$ cat config.mk
export PLATFORM = sky130hd
export DESIGN_NAME = mem_stage_flat
export DESIGN_NICKNAME = d
export VERILOG_FILES = /design/src/rtl/cpu_types_pkg.sv /design/src/rtl/mem_stage_if.sv /design/src/rtl/mem_stage.sv /design/src/flat_wrapper.sv
export SDC_FILE = /design/constraint.sdc
export NUM_CORES = 1
export LEC_CHECK = 0
export CORE_ASPECT_RATIO = 0.75
export CORE_MARGIN = 1.5
export CORE_UTILIZATION = 40
export CTS_CLUSTER_DIAMETER = 150
export CTS_CLUSTER_SIZE = 28
export DETAILED_ROUTE_END_ITERATION = 10
export GPL_ROUTABILITY_DRIVEN = 0
export GPL_TIMING_DRIVEN = 0
export PLACE_DENSITY_LB_ADDON = 0.3
export SETUP_SLACK_MARGIN = 0.3
export SYNTH_ARGS = -nofsm -noshare
export SYNTH_HDL_FRONTEND = slang
export SYNTH_SLANG_ARGS = --single-unit
$ cat constraint.sdc
create_clock -name CLK -period 2.45 [get_ports CLK]
set_clock_uncertainty 0.05 [all_clocks]
set_input_delay 0.245 -clock CLK [delete_from_list [all_inputs] [get_ports CLK]]
set_output_delay 0.245 -clock CLK [all_outputs]
set_load 0.01 [all_outputs]
$ cat src/rtl/cpu_types_pkg.sv
// Shared CPU datapath types used by the memory stage and its pipeline latches.
//   word_t      : 32-bit data/address word
//   regbits_t   : 5-bit register index
//   write_t     : writeback data source select (value 0 is the bubble encoding)
//   memstate_t  : memory-stage access FSM states
package cpu_types_pkg;

  localparam int WORD_W = 32;
  localparam int REG_W  = 5;

  typedef logic [WORD_W-1:0] word_t;
  typedef logic [REG_W-1:0]  regbits_t;

  typedef enum logic [1:0] {
    WR_ALU = 2'd0,
    WR_MEM = 2'd1,
    WR_NPC = 2'd2,
    WR_LUI = 2'd3
  } write_t;

  typedef enum logic [1:0] {
    IDLE   = 2'd0,
    ACCESS = 2'd1,
    DONE   = 2'd2
  } memstate_t;

endpackage

$ cat src/rtl/mem_stage_if.sv
// Pipeline latch interfaces around the memory stage.
//   exec_mem_if : EX/MEM latch contents; ex drives, mem consumes.
//   mem_wb_if   : MEM/WB latch contents; mem drives, wb consumes.
interface exec_mem_if;
  import cpu_types_pkg::*;

  logic     dmemWEN;
  logic     dmemREN;
  logic     halt;
  word_t    alu_result;
  regbits_t wsel;
  write_t   wdat_source;
  word_t    instr_npc;
  word_t    dmemstore;

  modport ex  (output dmemWEN, dmemREN, halt, alu_result, wsel, wdat_source, instr_npc, dmemstore);
  modport mem (input  dmemWEN, dmemREN, halt, alu_result, wsel, wdat_source, instr_npc, dmemstore);
endinterface

interface mem_wb_if;
  import cpu_types_pkg::*;

  logic     halt;
  word_t    alu_result;
  word_t    dmemload;
  regbits_t wsel;
  write_t   wdat_source;
  word_t    instr_npc;

  modport mem (output halt, alu_result, dmemload, wsel, wdat_source, instr_npc);
  modport wb  (input  halt, alu_result, dmemload, wsel, wdat_source, instr_npc);
endinterface

$ cat src/rtl/mem_stage.sv
// Memory stage: issues data-cache accesses for the entry in the EX/MEM latch,
// stalls the pipeline until the cache answers, and updates the MEM/WB latch.
// Ports:
//   CLK, RST        clock, synchronous active-high reset
//   en, zero        pipeline advance enable / flush-to-bubble
//   in              EX/MEM latch (exec_mem_if.mem)
//   dmemREN/WEN     cache read / write request
//   dmemaddr/store  cache address / store data
//   dhit, dmemload  cache completion strobe / read data
//   mem_busy        stall request to the hazard unit
//   out             MEM/WB latch (mem_wb_if.mem)
//   stall_count     saturating count of cycles with mem_busy high
module mem_stage
  import cpu_types_pkg::*;
#(
  parameter int CNT_W = 32
) (
  input  logic             CLK,
  input  logic             RST,
  input  logic             en,
  input  logic             zero,
  exec_mem_if.mem          in,
  output logic             dmemREN,
  output logic             dmemWEN,
  output word_t            dmemaddr,
  output word_t            dmemstore,
  input  logic             dhit,
  input  word_t            dmemload,
  output logic             mem_busy,
  mem_wb_if.mem            out,
  output logic [CNT_W-1:0] stall_count
);

  memstate_t state, next_state;

  // Write wins when both request bits are set.
  logic req_wen, req_ren, req_any;
  assign req_wen = in.dmemWEN;
  assign req_ren = in.dmemREN & ~in.dmemWEN;
  assign req_any = req_wen | req_ren;

  // Request captured at issue so the cache sees a stable access even if the
  // EX/MEM latch is flushed while we wait.
  logic  hold_wen, hold_ren;
  word_t hold_addr, hold_store;
  word_t load_buf;
  logic  take_hit;

  always_comb begin
    next_state = state;
    dmemREN    = 1'b0;
    dmemWEN    = 1'b0;
    dmemaddr   = in.alu_result;
    dmemstore  = in.dmemstore;
    mem_busy   = 1'b0;
    take_hit   = 1'b0;
    case (state)
      IDLE: begin
        if (req_any) begin
          dmemREN    = req_ren;
          dmemWEN    = req_wen;
          mem_busy   = ~dhit;
          take_hit   = dhit;
          next_state = dhit ? DONE : ACCESS;
        end
      end
      ACCESS: begin
        dmemREN   = hold_ren;
        dmemWEN   = hold_wen;
        dmemaddr  = hold_addr;
        dmemstore = hold_store;
        mem_busy  = ~dhit;
        take_hit  = dhit;
        if (dhit) next_state = DONE;
      end
      DONE: begin
        // Access already completed; wait for the entry to leave the stage.
        if (en) next_state = IDLE;
      end
      default: next_state = IDLE;
    endcase
    if (RST) begin
      dmemREN  = 1'b0;
      dmemWEN  = 1'b0;
      mem_busy = 1'b0;
    end
  end

  always_ff @(posedge CLK) begin
    if (RST) begin
      state       <= IDLE;
      hold_wen    <= 1'b0;
      hold_ren    <= 1'b0;
      hold_addr   <= '0;
      hold_store  <= '0;
      load_buf    <= '0;
      stall_count <= '0;
    end else begin
      state <= next_state;
      if (state == IDLE && req_any) begin
        hold_wen   <= req_wen;
        hold_ren   <= req_ren;
        hold_addr  <= in.alu_result;
        hold_store <= in.dmemstore;
      end
      if (take_hit) load_buf <= dmemload;
      if (mem_busy && stall_count != '1) stall_count <= stall_count + 1'b1;
    end
  end

  // MEM/WB latch. Flush beats a stall; halt survives flushes.
  always_ff @(posedge CLK) begin
    if (RST) begin
      out.halt        <= 1'b0;
      out.alu_result  <= '0;
      out.dmemload    <= '0;
      out.wsel        <= '0;
      out.wdat_source <= write_t'(0);
      out.instr_npc   <= '0;
    end else if (en && zero) begin
      out.alu_result  <= '0;
      out.dmemload    <= '0;
      out.wsel        <= '0;
      out.wdat_source <= write_t'(0);
      out.instr_npc   <= '0;
    end else if (en && !mem_busy) begin
      out.halt        <= out.halt | in.halt;
      out.alu_result  <= in.alu_result;
      out.dmemload    <= take_hit ? dmemload : load_buf;
      out.wsel        <= in.wsel;
      out.wdat_source <= in.wdat_source;
      out.instr_npc   <= in.instr_npc;
    end
  end

endmodule

$ cat src/flat_wrapper.sv
// flat-port wrapper written by rule: the top's interface ports become plain ports
module mem_stage_flat import cpu_types_pkg::*;
#(
  parameter int CNT_W = 32
)
  (CLK, RST, en, zero, dmemREN, dmemWEN, dmemaddr, dmemstore, dhit, dmemload, mem_busy, stall_count, in_dmemWEN, in_dmemREN, in_halt, in_alu_result, in_wsel, in_wdat_source, in_instr_npc, in_dmemstore, out_halt, out_alu_result, out_dmemload, out_wsel, out_wdat_source, out_instr_npc);
  exec_mem_if in_i ();
  mem_wb_if out_i ();
  input  logic CLK;
  input  logic RST;
  input  logic en;
  input  logic zero;
  output logic dmemREN;
  output logic dmemWEN;
  output word_t dmemaddr;
  output word_t dmemstore;
  input  logic dhit;
  input  word_t dmemload;
  output logic mem_busy;
  output logic [CNT_W-1:0] stall_count;
  input wire logic [$bits(in_i.dmemWEN)-1:0] in_dmemWEN;
  input wire logic [$bits(in_i.dmemREN)-1:0] in_dmemREN;
  input wire logic [$bits(in_i.halt)-1:0] in_halt;
  input wire logic [$bits(in_i.alu_result)-1:0] in_alu_result;
  input wire logic [$bits(in_i.wsel)-1:0] in_wsel;
  input wire logic [$bits(in_i.wdat_source)-1:0] in_wdat_source;
  input wire logic [$bits(in_i.instr_npc)-1:0] in_instr_npc;
  input wire logic [$bits(in_i.dmemstore)-1:0] in_dmemstore;
  output wire logic [$bits(out_i.halt)-1:0] out_halt;
  output wire logic [$bits(out_i.alu_result)-1:0] out_alu_result;
  output wire logic [$bits(out_i.dmemload)-1:0] out_dmemload;
  output wire logic [$bits(out_i.wsel)-1:0] out_wsel;
  output wire logic [$bits(out_i.wdat_source)-1:0] out_wdat_source;
  output wire logic [$bits(out_i.instr_npc)-1:0] out_instr_npc;
  assign in_i.dmemWEN = in_dmemWEN;
  assign in_i.dmemREN = in_dmemREN;
  assign in_i.halt = in_halt;
  assign in_i.alu_result = in_alu_result;
  assign in_i.wsel = in_wsel;
  assign in_i.wdat_source = in_wdat_source;
  assign in_i.instr_npc = in_instr_npc;
  assign in_i.dmemstore = in_dmemstore;
  assign out_halt = out_i.halt;
  assign out_alu_result = out_i.alu_result;
  assign out_dmemload = out_i.dmemload;
  assign out_wsel = out_i.wsel;
  assign out_wdat_source = out_i.wdat_source;
  assign out_instr_npc = out_i.instr_npc;
  mem_stage #(.CNT_W(CNT_W)) u_core (.CLK(CLK), .RST(RST), .en(en), .zero(zero), .in(in_i), .dmemREN(dmemREN), .dmemWEN(dmemWEN), .dmemaddr(dmemaddr), .dmemstore(dmemstore), .dhit(dhit), .dmemload(dmemload), .mem_busy(mem_busy), .out(out_i), .stall_count(stall_count));
endmodule
Word-level counts from Yosys, hierarchy flattened
Cells that the tools add are included.
{"block": "totals", "output_inout_bits": 203, "word_cells": 54, "input_bits": 143, "ff_bits": 236}
{"block": "classes", "muxes": 19, "reduce_logical": 9, "n_bitwise": 6, "add_sub_neg": 1, "eq_ne": 6}
{"op": "32-bit 2-to-1 mux", "count": 3}
{"op": "32-bit by 1-bit adder with 32-bit output (second input constant)", "count": 1}
{"op": "32-bit inequality test (second input constant)", "count": 1}
{"op": "2-bit 2-to-1 mux", "count": 4}
{"op": "1-bit one-hot mux with 2 select lines", "count": 4}
{"op": "1-bit 2-to-1 mux", "count": 7}
{"op": "2-bit one-hot mux with 3 select lines", "count": 1}
{"op": "1-bit logical AND", "count": 4}
{"op": "2-bit inequality test (second input constant)", "count": 2}
{"op": "1-bit NOT", "count": 3}
{"op": "3-bit AND reduction", "count": 1}
{"op": "2-bit by 1-bit == test with 1-bit output (second input constant)", "count": 1}
{"op": "2-bit == test (second input constant)", "count": 1}
{"op": "2-bit logical NOT", "count": 1}
{"op": "2-bit by 1-bit inequality test with 1-bit output (second input constant)", "count": 1}
{"op": "1-bit OR", "count": 2}
{"op": "2-bit AND reduction", "count": 1}
{"op": "2-bit OR reduction", "count": 1}
{"op": "1-bit AND", "count": 1}
{"op": "1-bit logical NOT", "count": 1}

Depth between registers and ports, before layout
Gate-level depths: netlist of the first run.
{"block": "depth", "word_depth": 9, "mapped_depth": 10, "ltp_nobuf": 6}

Worst setup path after synthesis of the first run
Ideal clock, no wire load.
{"block": "synth_path", "path_kind": "register to register", "startpoint": "reg u_core.stall_count[13]", "endpoint": "reg u_core.stall_count[30]", "setup_slack_ns": -0.123, "stages_incl_launch_ff": 8, "arrival_time_ns": 2.399, "setup_ns": 0.123, "path_buffers": 2, "period_less_slack_ns": 2.573, "required_ns": 2.277, "cell_sequence": "dfxtp_1 > nand4_4 > or4_1 > buf_2 > or4b_1 > buf_2 > nor3_1 > mux2_1"}
{"block": "synth_between", "elab_chain_len": 2, "elab_cells_between_ends": 3, "classes_between": "add/sub: 1; eq/ne: 1; reduce/logical: 1"}
{"element": "start: declaration", "line": "mem_stage.sv:31", "source": "output logic [CNT_W-1:0] stall_count"}
{"element": "start signal: assignment", "line": "mem_stage.sv:107", "source": "if (mem_busy && stall_count != '1) stall_count <= stall_count + 1'b1;"}
{"element": "branches (longest 2 deep; another with 32-bit by 1-bit adder with 32-bit output)"}
Several ways; the timed one is not identified.
A chain may end at the register's enable or synchronous reset.

Worst setup path in the final report of the first run
{"block": "layout_path", "startpoint": "reg u_core.state[1]", "endpoint": "reg u_core.stall_count[30]"}
{"block": "layout_between", "elab_chain_len": 4, "elab_cells_between_ends": 5, "classes_between": "eq/ne: 1; mux: 2; reduce/logical: 2"}
{"element": "start: declaration", "line": "mem_stage.sv:34", "source": "memstate_t state, next_state;"}
{"element": "start signal: assignment", "line": "mem_stage.sv:99", "source": "state <= next_state;"}
{"element": "2-bit by 1-bit == test with 1-bit output or 2-bit logical NOT (tied branches)", "line": "mem_stage.sv:57", "source": "case (state)"}
{"element": "1-bit one-hot mux with 2 select lines (*)", "line": "mem_stage.sv:57"}
{"element": "1-bit 2-to-1 mux (*)", "line": "mem_stage.sv:82", "source": "if (RST) begin"}
{"element": "1-bit logical AND (*)", "line": "mem_stage.sv:107"}
Mark *: on every way between the ends. The rest lies on a longest branch, timed or not.

==> impl_results.md, run 1 <==
* Status: finished clean
* Yosys reg bits at 236
* Core area at 23000 um^2
* Routed Antenna Nets at 0
* Final Util at 0.647
* R2R Path End: u_core.stall_count[30]
* Syn nets at 1374
* Critical path launch point type: register
* Unrepaired setup endpoints after global routing: true
* Post-route minimum period at 2350 ps
* Hold path cells at 2
* Port bufs at 344
* Ys async rst share at 0
* Final Power at 8.29 mW
* Synthesized cell area at 9360 um^2
* Worst-path clk slew at 110 ps
* 1st-iter DRT viols at 695
* Max Slew Vio Count at 0
* Initial Util at 0.407
* Worst R2R Path Depth at 7
* Initial antenna violation count at 0
* Overflow after GRT at 0
* WL/cell at 17.0 um
* Root Driver: clkbuf_16
* Placed Area at 13200 um^2
* Post-cts hold buffer count at 0
* Worst IR drop on VDD at 0.385 mV
* Share of the cycle needed by the critical path after routing at 0.959
* # rows at 48
* Clk pwr share at 0.272
* Total power density per cell area at 557 nW/um^2
* Crit Path Class: register to register
* Comb power frac at 0.226
* Avg Inst Size Synth at 7.61 um^2
* Pleak at 6.07 nW
* Seq/Total Area, Yosys at 0.505
* Switching pwr at 2.34 mW
* Hold crit path type: primary input to register
* Endpoint class of the critical path: register
* Routed WL at 33100 um
* Fraction of layout cells with a size suffix above 1 at 0.193
* WP data arrival at 2680 ps
* Die area at 24300 um^2
* Setup slack after layout at 102 ps
* Final net count at 1793
* Worst rel slew slack at 0.327
* Vias in the first global route at 9013
* Die height at 135 um
* Pre-CTS setup slack at -1040 ps
* Primary FF master, synth: dfxtp_1
* Skew-Pair Late Insertion Delay at 480 ps
* Largest net degree at the start of global routing at 30
* Max-Cap Viols at 0
* Via density at 5.14
* Htree depth at 1
* Clock Sinks at 236
* Die width at 180 um
* R2R Path Start: u_core.state[1]
* Via count at 10000
* # IOs at 346
* Post-DP HPWL at 22500 um
* CTS tree: done
* Post-synth EDFFs at 0
* Final instance area at 14900 um^2
* WP data required at 2790 ps
* Final setup viols at 0
* Critical Path Fanout Max at 5
* Synth warnings at 0
* Crit. Startpoint: u_core.state[1]
* R2r setup slk at 100 ps
* Worst slew pin tran at 1000 ps
* Synth unique cells at 40
* Remaining DRCs at 0
* Fin. Hold Viols at 0
* First-pass GRT wire length at 48100 um
* Sw frac at 0.283
* GRT Resource Usage Total at 0.244
* Max frequency at 0.426 GHz
* Sequential fraction of design power at 0.503
* CTS Buffer Depth at 3
* Antenna diodes at 0
* Total iterations of the first detailed-routing run at 6
* Layout overhead on the synthesized area at 59.1%
* CTS Buf Count at 12
* Commonest cells after routing, fill and taps aside: nand2_1 (449), clkdlybuf4s50_1 (277), dfxtp_1 (218), a21oi_1 (140), nor2_1 (72)
* Internal Pwr Total at 5.95 mW
* Mapped Cells at 1230
* Commonest non-fill, non-tap cell in the layout: nand2_1
* Crit path to: u_core.stall_count[30]
## synth_stat cells, types with 2 or more instances
| master | count | area (um^2) |
|---|---|---|
| a211oi_1 | 33 | 248 |
| a21oi_1 | 160 | 801 |
| a22oi_1 | 2 | 15.0 |
| buf_1 | 13 | 48.8 |
| buf_2 | 4 | 20.0 |
| clkbuf_1 | 72 | 270 |
| dfxtp_1 | 236 | 4720 |
| inv_1 | 10 | 37.5 |
| mux2_2 | 2 | 22.5 |
| mux2i_1 | 34 | 340 |
| nand2_1 | 480 | 1800 |
| nand3_1 | 5 | 25.0 |
| nand4_1 | 8 | 50.1 |
| nor2_1 | 79 | 297 |
| nor2b_1 | 5 | 31.3 |
| nor3_1 | 7 | 35.0 |
| nor4_1 | 5 | 31.3 |
| o211ai_1 | 2 | 15.0 |
| o21ai_0 | 9 | 45.0 |
| o21ai_1 | 2 | 10.0 |
| o31ai_1 | 14 | 105 |
| o41ai_1 | 2 | 17.5 |
| or2_2 | 2 | 12.5 |
| or3_1 | 13 | 81.3 |
| or4_1 | 15 | 113 |
| xor2_1 | 2 | 17.5 |
## logic make-up after synthesis
group                      after synthesis  synth area share
AOI/OAI and AO/OA                      229             0.140
xor gates and xnor gates                 3           0.00281
adders and majority gates                1           0.00134
buffers and inverters                  100            0.0407
DFF                                    236             0.505
muxes                                   37            0.0400
and+or+nand+nor                        624             0.271
## timing repair
| action | CTS | global route |
|---|---|---|
| resized for setup | 219 | 342 |
| buffers inserted | 25 | 24 |
| pin swaps | 14 | 37 |
| endpoints found under the setup margin | 293 | 252 |
| cloned | 4 | 8 |
## power by group through the flow
stage / Sequential [mW] / Clock [mW] / Combinational, mW
final: 4.17 / 2.25 / 1.87
after global routing: 4.19 / 2.44 / 2.02
after CTS: 4.16 / 2.30 / 1.65
after detailed placement: 4.25 / 0 / 1.62
after global placement: 4.24 / 0 / 1.59
after floorplan: 4.27 / 0 / 0.707
## metrics by stage
step / hold WS, ps / setup TNS, ps / cells
2_1_floorplan: 331 / 0 / 1230
3_3_place_gp: 391 / -90740 / 1874
3_5_place_dp: 396 / -103460 / 1874
4_1_cts: 79.3 / 0 / 1918
5_1_grt: 177 / 0 / 1950
6_report: 159 / 0 / 1950
## layer usage
layer  wire, um  up-vias  track usage
li1           -     4894            -
met1      14300     4696        0.322
met2      15400      389        0.395
met3       2620       48       0.0640
met4        840        0       0.0681
met5          0        -            0
## final cells by class
cell class | count | area (um^2)
plain buffers | 89 | 751
multi-input cells | 895 | 4760
inverters | 11 | 48.8
flip-flops and latches | 236 | 4780
fillers | 1990 | 8110
clock inverters | 1 | 16.3
repair buffers | 404 | 3830
clock buffers | 14 | 329
well taps | 300 | 375
## worst min path at each step
stage | startpoint | end | slack (ps)
2_1_floorplan | in_alu_result[0] | u_core.hold_addr[0] | 330
3_3_place_gp | u_core.out.instr_npc[29] | u_core.out.instr_npc[29] | 390
3_5_place_dp | u_core.out.alu_result[17] | u_core.out.alu_result[17] | 400
4_1_cts | in_dmemWEN | u_core.hold_ren | 80
5_1_grt | in_dmemWEN | u_core.hold_ren | 180
6_report | in_dmemWEN | u_core.hold_ren | 160
## registers in the layout, indices dropped and copies added, names as in the netlist
register / count
u_core.out.halt: 1
u_core.out.dmemload: 32
u_core.hold_ren: 1
u_core.out.instr_npc: 32
u_core.hold_addr: 32
u_core.out.wdat_source: 2
u_core.load_buf: 32
u_core.out.alu_result: 32
u_core.stall_count: 32
u_core.hold_wen: 1
u_core.state: 2
u_core.out.wsel: 5
u_core.hold_store: 32
## worst max-delay path, cell delays in order (launching register included)
cell and delay [ps]:
dfxtp_4 380, or3_4 330, or2_4 250, buf_8 140, or4b_4 530, buf_6 150
nor3_4 120, mux2_4 310
No activity file was read; power rests on OpenSTA's default activity.
==> inputs of run 2 (changes only) <==
SLEW_MARGIN = 40   (was not set)
==> impl_results.md, run 2 (synthesis results as in run 1) <==
* Largest net degree at the start of global routing at 30 (unchanged)
* Via count at 10200 (was 10000)
* Die width at 180 um (unchanged)
* Port bufs at 344 (unchanged)
* Overflow after GRT at 0 (unchanged)
* Fin. Hold Viols at 0 (unchanged)
* Worst-path clk slew at 120 ps (was 110 ps)
* Sw frac at 0.287 (was 0.283)
* Placed Area at 13200 um^2 (about the same)
* Routed Antenna Nets at 0 (unchanged)
* Max-Cap Viols at 0 (unchanged)
* Switching pwr at 2.42 mW (was 2.34 mW)
* Critical Path Fanout Max at 5 (unchanged)
* Fraction of layout cells with a size suffix above 1 at 0.236 (was 0.193)
* Fin Hold WS at 182 ps (was 159 ps)
* Clk pwr share at 0.269 (was 0.272)
* Worst rel slew slack at 0.516 (was 0.327)
* Die area at 24300 um^2 (unchanged)
* WL/cell at 17.1 um (was 17.0 um)
* Post-route minimum period at 2350 ps (about the same)
* # IOs at 346 (unchanged)
* Initial Util at 0.407 (unchanged)
* Comb power frac at 0.235 (was 0.226)
* Total iterations of the first detailed-routing run at 6 (unchanged)
* Routed WL at 33600 um (was 33100 um)
* Post-cts hold buffer count at 0 (unchanged)
* Crit-path max cell delay at 530 ps (about the same)
* Final setup viols at 0 (unchanged)
* Vias in the first global route at 9018 (was 9013)
* Die height at 135 um (unchanged)
* Final instance area at 15400 um^2 (was 14900 um^2)
* Post-DP HPWL at 22500 um (about the same)
* 1st-iter DRT viols at 624 (was 695)
* Crit-path cells: nand4_1 -> or4_1 -> buf_6 -> or4b_4 -> buf_6 -> nor3_4 -> mux2_4 (was or3_4 -> or2_4 -> buf_8 -> or4b_4 -> buf_6 -> nor3_4 -> mux2_4)
* Clock Sinks at 236 (unchanged)
* Commonest non-fill, non-tap cell in the layout: nand2_1 (unchanged)
* Final net count at 1804 (was 1793)
* Remaining DRCs at 0 (unchanged)
* Commonest cells after routing, fill and taps aside: nand2_1 (400), clkdlybuf4s50_1 (277), dfxtp_1 (214), a21oi_1 (140), nor2_1 (73) (was nand2_1 (449), clkdlybuf4s50_1 (277), dfxtp_1 (218), a21oi_1 (140), nor2_1 (72))
* CTS Buffer Depth at 3 (unchanged)
* Htree depth at 1 (unchanged)
* Slowest library cell on the worst path: or4b_4 (unchanged)
* Final Power at 8.43 mW (was 8.29 mW)
* Pleak at 6.45 nW (was 6.07 nW)
* WP buf/inv at 2 (unchanged)
* Sequential fraction of design power at 0.495 (was 0.503)
* First-pass GRT wire length at 48400 um (was 48100 um)
* WP data required at 2790 ps (about the same)
* Crit Path Class: register to register (unchanged)
* Max frequency at 0.426 GHz (about the same)
* CTS Buf Count at 12 (unchanged)
* Root Driver: clkbuf_16 (unchanged)
* Hold crit path type: primary input to register (unchanged)
* CTS tree: done (unchanged)
* Endpoint class of the critical path: register (unchanged)
* Worst IR drop on VDD at 0.412 mV (was 0.385 mV)
* Unrepaired setup endpoints after global routing: true (unchanged)
* CP most frequent cell: buf_6
* GRT Resource Usage Total at 0.245 (was 0.244)
* Critical path launch point type: register (unchanged)
* Initial antenna violation count at 0 (unchanged)
* Layout overhead on the synthesized area at 65.0% (was 59.1%)
* WP data arrival at 2690 ps (was 2680 ps)
* Worst slew pin tran at 726 ps (was 1000 ps)
* Via density at 5.18 (was 5.14)
* Skew-Pair Late Insertion Delay at 490 ps (was 480 ps)
* Worst path top cell family by delay: simple AND/OR/NAND/NOR gates (unchanged)
* Antenna diodes at 0 (unchanged)
* # rows at 48 (unchanged)
* Share of the cycle needed by the critical path after routing at 0.959 (about the same)
* Core area at 23000 um^2 (unchanged)
* Status: finished clean (unchanged)
* Max Slew Vio Count at 0 (unchanged)
* Internal Pwr Total at 6.01 mW (was 5.95 mW)
* Total power density per cell area at 546 nW/um^2 (was 557 nW/um^2)
## run 2: cell types whose count changed in the layout (fill, tap and decap cells not counted), sizes merged
cell / delta
dlygate4sd2: -3
o311ai: -1
buf: +16
clkdlybuf4s15: -1
## run 2: layout make-up
cell class | instances | area, um^2
Clock inverter | 1 | 16.3
Inverter | 11 | 48.8
Clock buffer | 14 | 329
Timing Repair Buffer | 416 | 4140
Fill cell | 1899 | 7570
Tap cell | 300 | 375
Multi-Input combinational cell | 894 | 5040
Sequential cell | 236 | 4780
Buffer | 89 | 698
## run 2: per-stage QoR
step | setup WS (ps) | util | TNS [ps] | cells
detailed placement | -993 | 0.575 | -98780 | 1874
CTS | 38.4 | 0.615 | 0 | 1925
finish | 101 | 0.671 | 0 | 1961
floorplan | 140 | - | 0 | 1230
global placement | -949 | 0.575 | -90740 | 1874
global route | 55.0 | 0.671 | 0 | 1961
## run 2: worst reg2reg max path, delay by kind of cell (launching register included)
kind                   cells  cell delay, ps
buffers and inverters      2             290
flip-flops                 1             350
multiplexers               1             310
AND/OR/NAND/NOR            4            1290
## run 2: metal layers
layer  vias up  global-route usage  part of all wire
met5         -                   0                 0
li1       4929                   -                 -
met3        48              0.0675             0.076
met4         0              0.0648             0.026
met1      4810               0.315              0.43
met2       380               0.405              0.47
## run 2: worst paths after layout
| path | startpoint | to | slack [ps] | cells after the start |
|---|---|---|---|---|
| min | in_dmemWEN | u_core.hold_ren | 180 | 2 |
| max | u_core.stall_count[22] | u_core.stall_count[30] | 100 | 7 |
| min reg2reg | u_core.out.alu_result[17] | u_core.out.alu_result[17] | 410 | 2 |
| max reg2reg | u_core.stall_count[22] | u_core.stall_count[30] | 100 | 7 |
## run 2: power by group through the flow
stage | Combinational (mW) | Sequential (mW) | Clock (mW)
after floorplan | 0.707 | 4.27 | 0
after detailed placement | 1.62 | 4.25 | 0
after global placement | 1.59 | 4.24 | 0
final | 1.98 | 4.18 | 2.27
after global routing | 2.13 | 4.20 | 2.43
after CTS | 1.66 | 4.16 | 2.31
## run 2: what timing repair did
| item | in CTS | in global routing |
|---|---|---|
| gates cloned | 4 | 14 |
| pin swaps | 20 | 90 |
| setup endpoints to repair | 294 | 280 |
| setup buffers | 32 | 22 |
| gates resized for setup | 279 | 388 |
==> inputs of run 3 (changes only) <==
CORE_MARGIN = 2   (was 1.5)
SLEW_MARGIN = not set   (was 40)
==> impl_results.md, run 3 (synthesis results as in run 1) <==
* Status: finished clean (unchanged)
* Die height at 136 um (was 135 um)
* Share of the cycle needed by the critical path after routing at 0.970 (was 0.959)
* GRT Resource Usage Total at 0.239 (was 0.245)
* Worst slew pin tran at 920 ps (was 726 ps)
* Multi-input logic area at 4990 um^2 (was 5040 um^2)
* Worst Hold Endpoint: u_core.hold_ren (unchanged)
* Commonest non-fill, non-tap cell in the layout: nand2_1 (unchanged)
* Vias in the first global route at 8807 (was 9018)
* Fraction of layout cells with a size suffix above 1 at 0.228 (was 0.236)
* R2R Path End: u_core.stall_count[30] (unchanged)
* Final setup TNS at 0 ps (unchanged)
* Initial Util at 0.407 (unchanged)
* Worst rel slew slack at 0.382 (was 0.516)
* Crit-path cells: nand4_1 -> or4_4 -> buf_6 -> or4b_4 -> buf_6 -> nor3_4 -> mux2_4 (was nand4_1 -> or4_1 -> buf_6 -> or4b_4 -> buf_6 -> nor3_4 -> mux2_4)
* Port bufs at 344 (unchanged)
* Unrepaired setup endpoints after global routing: true (unchanged)
* Seq. cell area at 4790 um^2 (was 4780 um^2)
* Fin. Hold Viols at 0 (unchanged)
* Post-cts hold buffer count at 0 (unchanged)
* Remaining DRCs at 0 (unchanged)
* Fillers at 1874 (was 1899)
* Max frequency at 0.421 GHz (was 0.426 GHz)
* Pleak at 6.24 nW (was 6.45 nW)
* First-pass GRT wire length at 47500 um (was 48400 um)
* Largest net degree at the start of global routing at 30 (unchanged)
* Post-DP HPWL at 22600 um (was 22500 um)
* Post-route minimum period at 2380 ps (was 2350 ps)
* Endpoint class of the critical path: register (unchanged)
* 1st-iter DRT viols at 660 (was 624)
* Worst R2R Path Depth at 7 (unchanged)
* Total iterations of the first detailed-routing run at 5 (was 6)
* Total power density per cell area at 552 nW/um^2 (was 546 nW/um^2)
* Initial antenna violation count at 0 (unchanged)
* Commonest cells after routing, fill and taps aside: nand2_1 (419), clkdlybuf4s50_1 (277), dfxtp_1 (211), a21oi_1 (138), nor2_1 (63) (was nand2_1 (400), clkdlybuf4s50_1 (277), dfxtp_1 (214), a21oi_1 (140), nor2_1 (73))
* WP data required at 2780 ps (was 2790 ps)
* WP data arrival at 2710 ps (was 2690 ps)
* Critical path launch point type: register (unchanged)
* Routed WL at 33500 um (was 33600 um)
* Die area at 24600 um^2 (was 24300 um^2)
* CTS Buffer Depth at 3 (unchanged)
* R2R Path Start: u_core.stall_count[21] (was u_core.stall_count[22])
* Fin Hold WS at 150 ps (was 182 ps)
* Critical Path Fanout Max at 6 (was 5)
* Hold crit path type: primary input to register (unchanged)
* Final setup viols at 0 (unchanged)
* CTS tree: done (unchanged)
* Antenna diodes at 0 (unchanged)
* CP most frequent cell: buf_6 (unchanged)
* Via density at 5.21 (was 5.18)
* Final net count at 1789 (was 1804)
* Layout overhead on the synthesized area at 61.8% (was 65.0%)
* # rows at 48 (unchanged)
* Worst hold start: in_dmemWEN (unchanged)
* Clock Sinks at 236 (unchanged)
* Crit-path max cell delay at 510 ps (was 530 ps)
* Max-Cap Viols at 0 (unchanged)
* Worst IR drop on VDD at 0.506 mV (was 0.412 mV)
* Max Slew Vio Count at 0 (unchanged)
* Worst-path clk slew at 110 ps (was 120 ps)
* Core area at 23000 um^2 (unchanged)
* Root Driver: clkbuf_16 (unchanged)
* Crit Path Class: register to register (unchanged)
* Via count at 10100 (was 10200)
* WL/cell at 17.2 um (was 17.1 um)
* Hold path cells at 2 (unchanged)
* CTS Buf Count at 12 (unchanged)
* Slowest library cell on the worst path: or4_4 (was or4b_4)
* Htree depth at 1 (unchanged)
* Overflow after GRT at 0 (unchanged)
* Die width at 181 um (was 180 um)
* Skew-Pair Late Insertion Delay at 480 ps (was 490 ps)
* Routed Antenna Nets at 0 (unchanged)
* # IOs at 346 (unchanged)
* R2r setup slk at 70 ps (was 100 ps)
[run 3: power breakdown]
part	total, mW	internal [mW]	switching [mW]	leakage (nW)
clock	2.26	0.982	1.28	0.169
combinational	1.91	0.929	0.983	4.12
sequential	4.18	4.05	0.127	1.95
[run 3: layer usage]
| metal | wire length (um) | vias to the layer above | global-route usage |
|---|---|---|---|
| li1 | - | 4894 | - |
| met1 | 14300 | 4790 | 0.313 |
| met2 | 15600 | 388 | 0.390 |
| met3 | 2780 | 64 | 0.0678 |
| met4 | 854 | 0 | 0.0632 |
| met5 | 0 | - | 0 |
[run 3: area by class of cell]
class | count | area share
Multi-Input combinational cell | 894 | 0.330
Sequential cell | 236 | 0.316
Buffer | 89 | 0.0479
Inverter | 11 | 0.00322
Clock buffer | 14 | 0.0217
Timing Repair Buffer | 401 | 0.255
Clock inverter | 1 | 0.00107
Tap cell | 300 | 0.0248
[run 3: timing repair]
item / in CTS / in global routing
gates resized for setup: 274 / 358
endpoints found under the setup margin: 294 / 256
pin swaps: 15 / 61
buffers inserted: 33 / 14
cloned: 2 / 8
[run 3: critical path, delay by kind of cell, from the launching register on]
kind / cells / cell delay, ps
and+or+nand+nor: 4 / 1290
buffers and inverters: 2 / 290
muxes: 1 / 310
DFF: 1 / 350
[run 3: metrics by stage]
stage / util / power (mW) / cells / worst slack, ps / area (um^2)
final: 0.658 / 8.36 / 1946 / 72.5 / 15100
after global routing: 0.658 / 8.68 / 1946 / 32.1 / 15100
after CTS: 0.615 / 8.13 / 1924 / 99.1 / 14100
after detailed placement: 0.575 / 5.87 / 1874 / -984 / 13200
after global placement: 0.575 / 5.84 / 1874 / -958 / 13200
after floorplan: - / 4.98 / 1230 / 140 / 9410
[run 3: worst max-delay path by stage]
stage	from	end	slack, ps	cells after the start
final	u_core.stall_count[21]	u_core.stall_count[30]	70	7
after CTS	u_core.state[1]	u_core.stall_count[30]	100	7
after global placement	in_dmemREN	u_core.out.dmemload[19]	-960	9
after detailed placement	in_dmemREN	u_core.out.dmemload[14]	-980	9
after global routing	u_core.stall_count[21]	u_core.stall_count[30]	30	7
after floorplan	u_core.state[1]	u_core.stall_count[30]	140	7
